<file path="src/rtl/alu_pkg.sv">
// Shared definitions for the handshaked ALU: opcodes, FSM state encoding and
// flag bit positions.
package alu_pkg;

  localparam logic [3:0] OP_ADD = 4'b0000;
  localparam logic [3:0] OP_SUB = 4'b0001;
  localparam logic [3:0] OP_MUL = 4'b0010;
  localparam logic [3:0] OP_AND = 4'b0011;
  localparam logic [3:0] OP_OR  = 4'b0100;
  localparam logic [3:0] OP_XOR = 4'b0101;
  localparam logic [3:0] OP_SLL = 4'b0110;
  localparam logic [3:0] OP_SRL = 4'b0111;

  typedef enum logic [1:0] {
    ST_IDLE = 2'b00,
    ST_BUSY = 2'b01,
    ST_DONE = 2'b10
  } state_t;

  localparam int FLAG_N = 3;
  localparam int FLAG_Z = 2;
  localparam int FLAG_C = 1;
  localparam int FLAG_V = 0;

endpackage

</file>
<file path="src/rtl/alu_mul_iter.sv">
// Iterative shift-add multiplier: one partial-product step per enabled cycle,
// WIDTH steps per product; done pulses combinationally on the final step.
module alu_mul_iter #(
  parameter int WIDTH = 32,
  parameter int CNT_W = $clog2(WIDTH) + 1
) (
  input  logic             clk,
  input  logic             reset,
  input  logic             enable,
  input  logic             start,
  input  logic [WIDTH-1:0] a,
  input  logic [WIDTH-1:0] b,
  output logic             busy,
  output logic             done,
  output logic [WIDTH-1:0] product
);

  logic [WIDTH-1:0] mcand;
  logic [WIDTH-1:0] mplier;
  logic [WIDTH-1:0] acc;
  logic [WIDTH-1:0] acc_step;
  logic [CNT_W-1:0] cnt;

  // product is the accumulator after the current step, valid when done is high
  assign acc_step = mplier[0] ? (acc + mcand) : acc;
  assign busy     = (cnt != {CNT_W{1'b0}});
  assign done     = enable && busy && (cnt == CNT_W'(1));
  assign product  = acc_step;

  // Operand latch on start, then shift-add iteration until the counter empties
  always_ff @(posedge clk) begin
    if (reset) begin
      mcand  <= '0;
      mplier <= '0;
      acc    <= '0;
      cnt    <= '0;
    end else if (enable && start) begin
      mcand  <= a;
      mplier <= b;
      acc    <= '0;
      cnt    <= CNT_W'(WIDTH);
    end else if (enable && busy) begin
      mcand  <= {mcand[WIDTH-2:0], 1'b0};
      mplier <= {1'b0, mplier[WIDTH-1:1]};
      acc    <= acc_step;
      cnt    <= cnt - CNT_W'(1);
    end else begin
      mcand  <= mcand;
      mplier <= mplier;
      acc    <= acc;
      cnt    <= cnt;
    end
  end

endmodule

</file>
<file path="src/rtl/alu_pipe.sv">
// Handshaked ALU with registered result and an iterative multiplier.
// Optional flags output {N,Z,C,V} is built when ALU_FLAGS_EN is defined.
module alu_pipe
  import alu_pkg::*;
#(
  parameter int WIDTH = 32,
  parameter int CNT_W = $clog2(WIDTH) + 1
) (
  input  logic             clk,
  input  logic             reset,
  input  logic             enable,
  input  logic             in_valid,
  output logic             in_ready,
  input  logic [WIDTH-1:0] src1,
  input  logic [WIDTH-1:0] src2,
  input  logic [3:0]       op,
  output logic             out_valid,
  input  logic             out_ready,
  output logic [WIDTH-1:0] result
`ifdef ALU_FLAGS_EN
  ,
  output logic [3:0]       flags
`endif
);

  localparam int SH_W = $clog2(WIDTH);

  state_t           state;
  state_t           state_nx;
  logic [WIDTH-1:0] result_nx;
  logic [WIDTH-1:0] alu_res;
  logic             accept;
  logic             mul_start;
  logic             mul_busy;
  logic             mul_done;
  logic [WIDTH-1:0] mul_prod;

  assign in_ready  = enable && ((state == ST_IDLE) || ((state == ST_DONE) && out_ready));
  assign accept    = in_valid && in_ready;
  assign out_valid = (state == ST_DONE);

  alu_mul_iter #(
    .WIDTH (WIDTH),
    .CNT_W (CNT_W)
  ) u_mul (
    .clk     (clk),
    .reset   (reset),
    .enable  (enable),
    .start   (mul_start),
    .a       (src1),
    .b       (src2),
    .busy    (mul_busy),
    .done    (mul_done),
    .product (mul_prod)
  );

  // Single-cycle datapath for every non-multiply opcode
  always_comb begin
    alu_res = '0;
    case (op)
      OP_ADD:  alu_res = src1 + src2;
      OP_SUB:  alu_res = src1 - src2;
      OP_AND:  alu_res = src1 & src2;
      OP_OR:   alu_res = src1 | src2;
      OP_XOR:  alu_res = src1 ^ src2;
      OP_SLL:  alu_res = src1 << src2[SH_W-1:0];
      OP_SRL:  alu_res = src1 >> src2[SH_W-1:0];
      default: alu_res = '0;
    endcase
  end

`ifdef ALU_FLAGS_EN
  logic       alu_c;
  logic       alu_v;
  logic [3:0] flags_nx;

  function automatic logic [3:0] make_flags(input logic [WIDTH-1:0] r,
                                            input logic c, input logic v);
    logic [3:0] f;
    f         = 4'b0000;
    f[FLAG_N] = r[WIDTH-1];
    f[FLAG_Z] = (r == {WIDTH{1'b0}});
    f[FLAG_C] = c;
    f[FLAG_V] = v;
    return f;
  endfunction

  // Carry is wrap-around for ADD and no-borrow for SUB; V is signed overflow
  always_comb begin
    alu_c = 1'b0;
    alu_v = 1'b0;
    case (op)
      OP_ADD: begin
        alu_c = (alu_res < src1);
        alu_v = (src1[WIDTH-1] == src2[WIDTH-1]) && (alu_res[WIDTH-1] != src1[WIDTH-1]);
      end
      OP_SUB: begin
        alu_c = (src1 >= src2);
        alu_v = (src1[WIDTH-1] != src2[WIDTH-1]) && (alu_res[WIDTH-1] != src1[WIDTH-1]);
      end
      default: begin
        alu_c = 1'b0;
        alu_v = 1'b0;
      end
    endcase
  end
`endif

  // Handshake FSM: next state, result load and multiplier launch
  always_comb begin
    state_nx  = state;
    result_nx = result;
    mul_start = 1'b0;
`ifdef ALU_FLAGS_EN
    flags_nx  = flags;
`endif
    if (enable) begin
      case (state)
        ST_IDLE, ST_DONE: begin
          if (accept) begin
            if (op == OP_MUL) begin
              mul_start = 1'b1;
              state_nx  = ST_BUSY;
            end else begin
              result_nx = alu_res;
              state_nx  = ST_DONE;
`ifdef ALU_FLAGS_EN
              flags_nx  = make_flags(alu_res, alu_c, alu_v);
`endif
            end
          end else if ((state == ST_DONE) && out_ready) begin
            state_nx = ST_IDLE;
          end else begin
            state_nx = state;
          end
        end
        ST_BUSY: begin
          if (mul_done) begin
            result_nx = mul_prod;
            state_nx  = ST_DONE;
`ifdef ALU_FLAGS_EN
            flags_nx  = make_flags(mul_prod, 1'b0, 1'b0);
`endif
          end else if (!mul_busy) begin
            // engine lost its operation: recover instead of waiting forever
            state_nx = ST_IDLE;
          end else begin
            state_nx = ST_BUSY;
          end
        end
        default: state_nx = ST_IDLE;
      endcase
    end else begin
      state_nx = state;
    end
  end

  // State and output registers
  always_ff @(posedge clk) begin
    if (reset) begin
      state  <= ST_IDLE;
      result <= '0;
`ifdef ALU_FLAGS_EN
      flags  <= 4'b0000;
`endif
    end else begin
      state  <= state_nx;
      result <= result_nx;
`ifdef ALU_FLAGS_EN
      flags  <= flags_nx;
`endif
    end
  end

endmodule

</file>
<file path="config.mk">
export PLATFORM = sky130hd
export DESIGN_NAME = alu_pipe
export DESIGN_NICKNAME = d
export VERILOG_FILES = /design/src/rtl/alu_pkg.sv /design/src/rtl/alu_mul_iter.sv /design/src/rtl/alu_pipe.sv
export SDC_FILE = /design/constraint.sdc
export NUM_CORES = 1
export LEC_CHECK = 0
export CELL_PAD_IN_SITES_DETAIL_PLACEMENT = 1
export CELL_PAD_IN_SITES_GLOBAL_PLACEMENT = 1
export CORE_MARGIN = 10
export CORE_UTILIZATION = 46
export CTS_BUF_LIST = sky130_fd_sc_hd__clkbuf_8 sky130_fd_sc_hd__clkbuf_16
export DETAILED_ROUTE_END_ITERATION = 10
export PLACE_DENSITY = 0.93
export SLEW_MARGIN = 15
export SYNTH_ARGS = -nofsm -noshare
export SYNTH_HDL_FRONTEND = slang
export SYNTH_HIERARCHICAL = 1
export SYNTH_SLANG_ARGS = --single-unit
</file>
<file path="constraint.sdc">
create_clock -name clk -period 6.6 [get_ports clk]
set_input_delay 0.99 -clock clk [delete_from_list [all_inputs] [get_ports clk]]
set_output_delay 0.99 -clock clk [all_outputs]
set_load 0.05 [all_outputs]
</file>
; ---- Word level (Yosys, flattened, before mapping)
; Index checks and enable logic that the tools add are counted.
[totals]
word_cells = 68
out_inout_bits = 34
reg_bits = 136
[op_classes]
n_shift = 2
n_addsub = 4
bitwise = 3
n_mux = 22
reduce_logical = 16
n_eq_ne = 14
[op_table]
columns = cell, n
row1 = $mux W32, 8
row2 = $pmux W32 S7, 1
row3 = $add A32 B32 Y32, 2
row4 = $pmux W32 S2, 1
row5 = $and A32 B32 Y32, 1
row6 = $or A32 B32 Y32, 1
row7 = $shl A32 B5 Y32, 1
row8 = $shr A32 B5 Y32, 1
row9 = $sub A32 B32 Y32, 1
row10 = $xor A32 B32 Y32, 1
row11 = $eq A4 B3 Y1 const B, 4
row12 = $mux W6, 2
row13 = $eq A4 B2 Y1 const B, 2
row14 = $mux W2, 4
row15 = $eq A6 B1 Y1 const B, 1
row16 = $logic_and A1 B1 Y1, 6
row17 = $ne A2 B2 Y1 const B, 3
row18 = $reduce_bool A6 Y1, 1
row19 = $sub A6 B1 Y6 const B, 1
row20 = $mux W1, 5
row21 = $reduce_and A5 Y1, 1
row22 = $eq A4 B1 Y1 const B, 1
row23 = $logic_not A4 Y1, 1
row24 = $pmux W2 S2, 1
row25 = other kinds (8), 10

; ---- Depth between registers and ports, before layout
[depth]
word_depth = 10
mapped_depth = 20

; ---- Cells and area by module
; The synthesis kept the hierarchy.
[modules_own_cells]
columns = mod, n_inst, area_each_um2, seq_area_each_um2, cells_each
row1 = alu_pipe, 1, 9466.6, 680.7, 1264
row2 = alu_mul_iter, 1, 6437.4, 2042.0, 861

; ---- Worst setup path after synthesis
; Ideal clock, no wire load.
[synth_path]
path_kind = input to register
startpoint = input op[3]
endpoint = register result[20]
required_ns = 6.513
path_stages = 17
path_slack_ns = 1.612
setup_ns = 0.087
t_arrival_ns = 4.901
path_cell_list = clkbuf_1 nor3_1 clkbuf_1 and2_1 clkbuf_1 clkbuf_1 nor2_1 xnor2_1 ha_1 o211ai_1 a21oi_1 or3_1 a2111oi_1 nor2_1 a21oi_1 mux2_2 o31ai_1
[synth_between]
elab_chain_cells = 5
[synth_rtl]
columns = item, line_no
row1 = start: declaration, alu_pipe.sv:16  ; input logic [3:0] op,
row2 = "$eq A4 B3 Y1, or another cell as far along", alu_pipe.sv:60  ; case (op)
row3 = $pmux W32 S7, alu_pipe.sv:60
row4 = $mux W32, alu_pipe.sv:121  ; if (op == OP_MUL) begin
row5 = $mux W32, alu_pipe.sv:120  ; if (accept) begin
row6 = $pmux W32 S2, alu_pipe.sv:118  ; case (state)
row7 = end signal: assignment, alu_pipe.sv:168  ; result <= result_nx;
row8 = end: declaration, alu_pipe.sv:19  ; output logic [WIDTH-1:0] result
; Parallel ways exist; a longest one is shown, timed or not. The select of a mux whose other input is x is not followed.
; A chain may end at the register's enable or synchronous reset.

; ---- Worst setup path after layout
; Ends and elaborated chain as after synthesis.

==> run metrics <==
simple-gate area share of the yosys netlist 21.2%; share of the synthesized area in compound gates (AO/OA/AOI/OAI) 26.1%; P&R area growth vs syn 12.6%; # IOs 107; Slew Limit Fails 0; dominant combinational cell family by area after synthesis compound AO/OA/AOI/OAI gates; number of levels the H-tree was split into 4; ratio of cells with drive above 1 in the final layout 10.2%; number of flip-flops and latches in the synthesized netlist 136; fraction of synthesized cell area in xor and xnor cells 4.52%; antenna violations before repair 6; fraction of registers with async set/reset 0%; cell count after placement 2573; aggregate global routing overflow 0; Peak VDD IR 491 µV; via count of the routed design 18600; Hold Slack 0.467 ns; mux cell area share after synthesis 14.0%; cell count after synthesis 2125; first-pass GRT wire length 127 mm; Core ar. 0.0343 mm²; worst min-delay path class register to register; footprint of the flip-flops and latches 0.00272 mm²; total routed wirelength 87.0 mm; via count of the first global-routing pass 18800; buffers from clock root to sink, at most 2; placed cell areas 0.0173 mm²; Mean Syn Cell Area 7.48 µm²; top fanout value on the critical path 19; post-route clock period utilization 82.1%; filler-free cell count of the finished design 2606; Synth Net Count 2331; die outline area 0.0424 mm²; Post-Syn Area 0.0159 mm²; routed length per instance 33.4 µm; number of stages on the worst hold path 2; number of flops mapped to enable cells by yosys 0; final setup margin 1.18 ns; max-cap violation count 0; RSZ-0062 raised after global routing false; startpoint of the tightest hold check path result[2]; number of input and output port buffers inserted 106; adder-cell share of the synthesized area 10.6%; final design area excluding fillers 0.0179 mm²; filler cell count 4253; R2R Path End result[24]; Critical Setup Path Class input port to register; die span in y 206 µm; end point of the most critical hold path result[2]; Die X-Extent 206 µm; prevailing post-synth register cell dfxtp_1; number of DRC violations after detailed-routing iteration 0 2477; TritonCTS clock tree built; DRT Pass-1 Iters 6; leakage power of the design 7.10 nW; sequential fraction of the synthesis area 17.1%; number of distinct standard cells referenced by the synthesized netlist 90; final design utilization 52.2%; r2r startpoint u_mul/mcand[0]; Layout Nets 2343; clk root buf clkbuf_16; cell depth of the worst flop-to-flop path 14; area taken by multi-input logic gates 0.0122 mm²; DP Wirelength 65.2 mm; largest net degree at the start of global routing 71; data required time at the worst endpoint 6.97 ns; YS warnings 6; clock buffer count from CTS 17; slew of the pin with the lowest slew margin 1.17 ns; fin crit period 5.42 ns; relative slew slack 22.1%; arrival time at the worst endpoint 5.79 ns; Setup crit start kind input port; number of nets still failing antenna checks after routing 0; cts-stage hold buffer count 0; power density of the placed cells 245 mW/mm²; sum of negative setup slack 0 ns; total global-route track usage 40.2%; final weighted congestion of routability-driven global placement 1.12; Row Count 68; later-pin clock latency in the skew report 0.48 ns; number of setup violations in the final report 0; Setup Skew 0.0253 ns; f_max 185 MHz; per-cell via count in the routed design 7.14; post-detailed-route DRC marker count 0; Setup Buffers After CTS 0; initial cell density of the core 46.4%; total of cells resized after clock tree synthesis 0; Sinks on Clock Net 136; clock slew seen by the registers of the worst setup and hold paths 0.07 ns; Final Hold Violating Endpoints 0; result of the run complete, no violations; minimum setup slack after placement 0.948 ns; R2R Setup Slk 1.72 ns; overall power consumption 4.39 mW; kind of end point of the critical path register
[routing by layer]
metal	track usage (%)	part of all wire (%)	up-vias
met3	8.87	10	341
met4	24.1	6.9	10
met1	49.3	38	9216
met5	0	0.085	-
met2	63.7	45	1230
li1	-	-	7813
[where the power goes]
| part | total (mW) | switching [mW] | leakage [nW] | internal, mW |
|---|---|---|---|---|
| Combinational | 2.20 | 1.48 | 5.69 | 0.722 |
| Clock | 1.08 | 0.482 | 0.302 | 0.600 |
| Sequential | 1.10 | 0.130 | 1.11 | 0.973 |
[cell usage after synthesis (20+ instances only)]
| cell type | count | area [µm²] |
|---|---|---|
| a211oi_1 | 29 | 218 |
| a21o_1 | 31 | 233 |
| a21oi_1 | 157 | 786 |
| a311oi_1 | 20 | 175 |
| a31oi_1 | 22 | 138 |
| and3_1 | 23 | 144 |
| buf_2 | 26 | 130 |
| clkbuf_1 | 119 | 447 |
| dfxtp_1 | 136 | 2720 |
| ha_1 | 131 | 1640 |
| inv_1 | 93 | 349 |
| mux2_2 | 43 | 484 |
| mux2i_1 | 52 | 521 |
| mux4_2 | 54 | 1220 |
| nand2_1 | 200 | 751 |
| nand3_1 | 30 | 150 |
| nor2_1 | 232 | 871 |
| nor2b_1 | 55 | 344 |
| nor3_1 | 80 | 400 |
| o211ai_1 | 23 | 173 |
| o21ai_0 | 179 | 896 |
| xnor2_1 | 63 | 552 |
[worst max-delay path, cell delays in order]
cell             delay [ns]
clkdlybuf4s50_1        0.67
nor3_2                 0.41
buf_4                  0.34
nand2_1                0.41
o21ai_0                0.46
fa_1                   0.26
nand2b_1               0.17
a21oi_1                0.12
or3_1                  0.41
a2111oi_1              0.38
buf_4                  0.21
nor2_1                 0.11
a21oi_1                0.30
mux2_2                 0.38
o31ai_1                0.18
[layout by cell type, fill, tap and decap left out, types with 15 or more instances in the layout]
| cell | netlist | layout |
|---|---|---|
| nand3_1 | 30 | 30 |
| o21ai_0 | 179 | 179 |
| xnor2_1 | 63 | 63 |
| nand4_1 | 19 | 19 |
| mux4_2 | 54 | 54 |
| inv_1 | 93 | 93 |
| or3_1 | 15 | 15 |
| nand2_1 | 200 | 200 |
| and3_1 | 23 | 23 |
| nand2b_1 | 19 | 19 |
| a311oi_1 | 20 | 20 |
| ha_1 | 131 | 131 |
| a211oi_1 | 29 | 29 |
| a2111oi_0 | 19 | 19 |
| o211ai_1 | 23 | 23 |
| clkbuf_16 | 0 | 17 |
| clkdlybuf4s50_1 | 0 | 101 |
| mux2_2 | 43 | 43 |
| nor2b_1 | 55 | 54 |
| dfxtp_1 | 136 | 136 |
| a221oi_1 | 19 | 19 |
| nor3_1 | 80 | 78 |
| xor2_1 | 19 | 19 |
| mux2i_1 | 52 | 52 |
| a21oi_1 | 157 | 157 |
| a21o_1 | 31 | 31 |
| nor2_1 | 232 | 232 |
| o22ai_1 | 15 | 15 |
| a31oi_1 | 22 | 22 |
| buf_4 | 4 | 60 |
[kinds of logic (layout without fill, tap and decap cells)]
family,count (synthesis),in the layout
AO/OA/AOI/OAI,638,638
XOR/XNOR,82,82
adder cells (fa/ha/maj),133,133
buffers and inverters,264,289
flip-flops,136,136
multiplexers,149,149
other,0,1
AND/OR/NAND/NOR,723,723
[final cells by class]
type	instances	area share (%)
clock buffers	20	2.61
repair buffers	163	8.22
diodes	1	0.0140
flip-flops and latches	136	15.2
multi-input cells	1725	68.0
well taps	455	3.18
inverters	94	1.97
clock inverters	12	0.845
[flip-flops by register name (all words and copies together), names as in the netlist]
register,cells
state,2
u_mul/mcand,32
result,32
u_mul/cnt,6
u_mul/acc,32
u_mul/mplier,32
[worst max path at each step]
stage,from,end,cells past startpoint
3_5_place_dp,op[3],result[20],15
5_1_grt,op[3],result[20],15
6_report,op[3],result[20],15
2_1_floorplan,op[3],result[20],17
3_3_place_gp,op[3],result[26],15
4_1_cts,op[3],result[20],15
No activity file was read; power rests on OpenSTA's default activity.
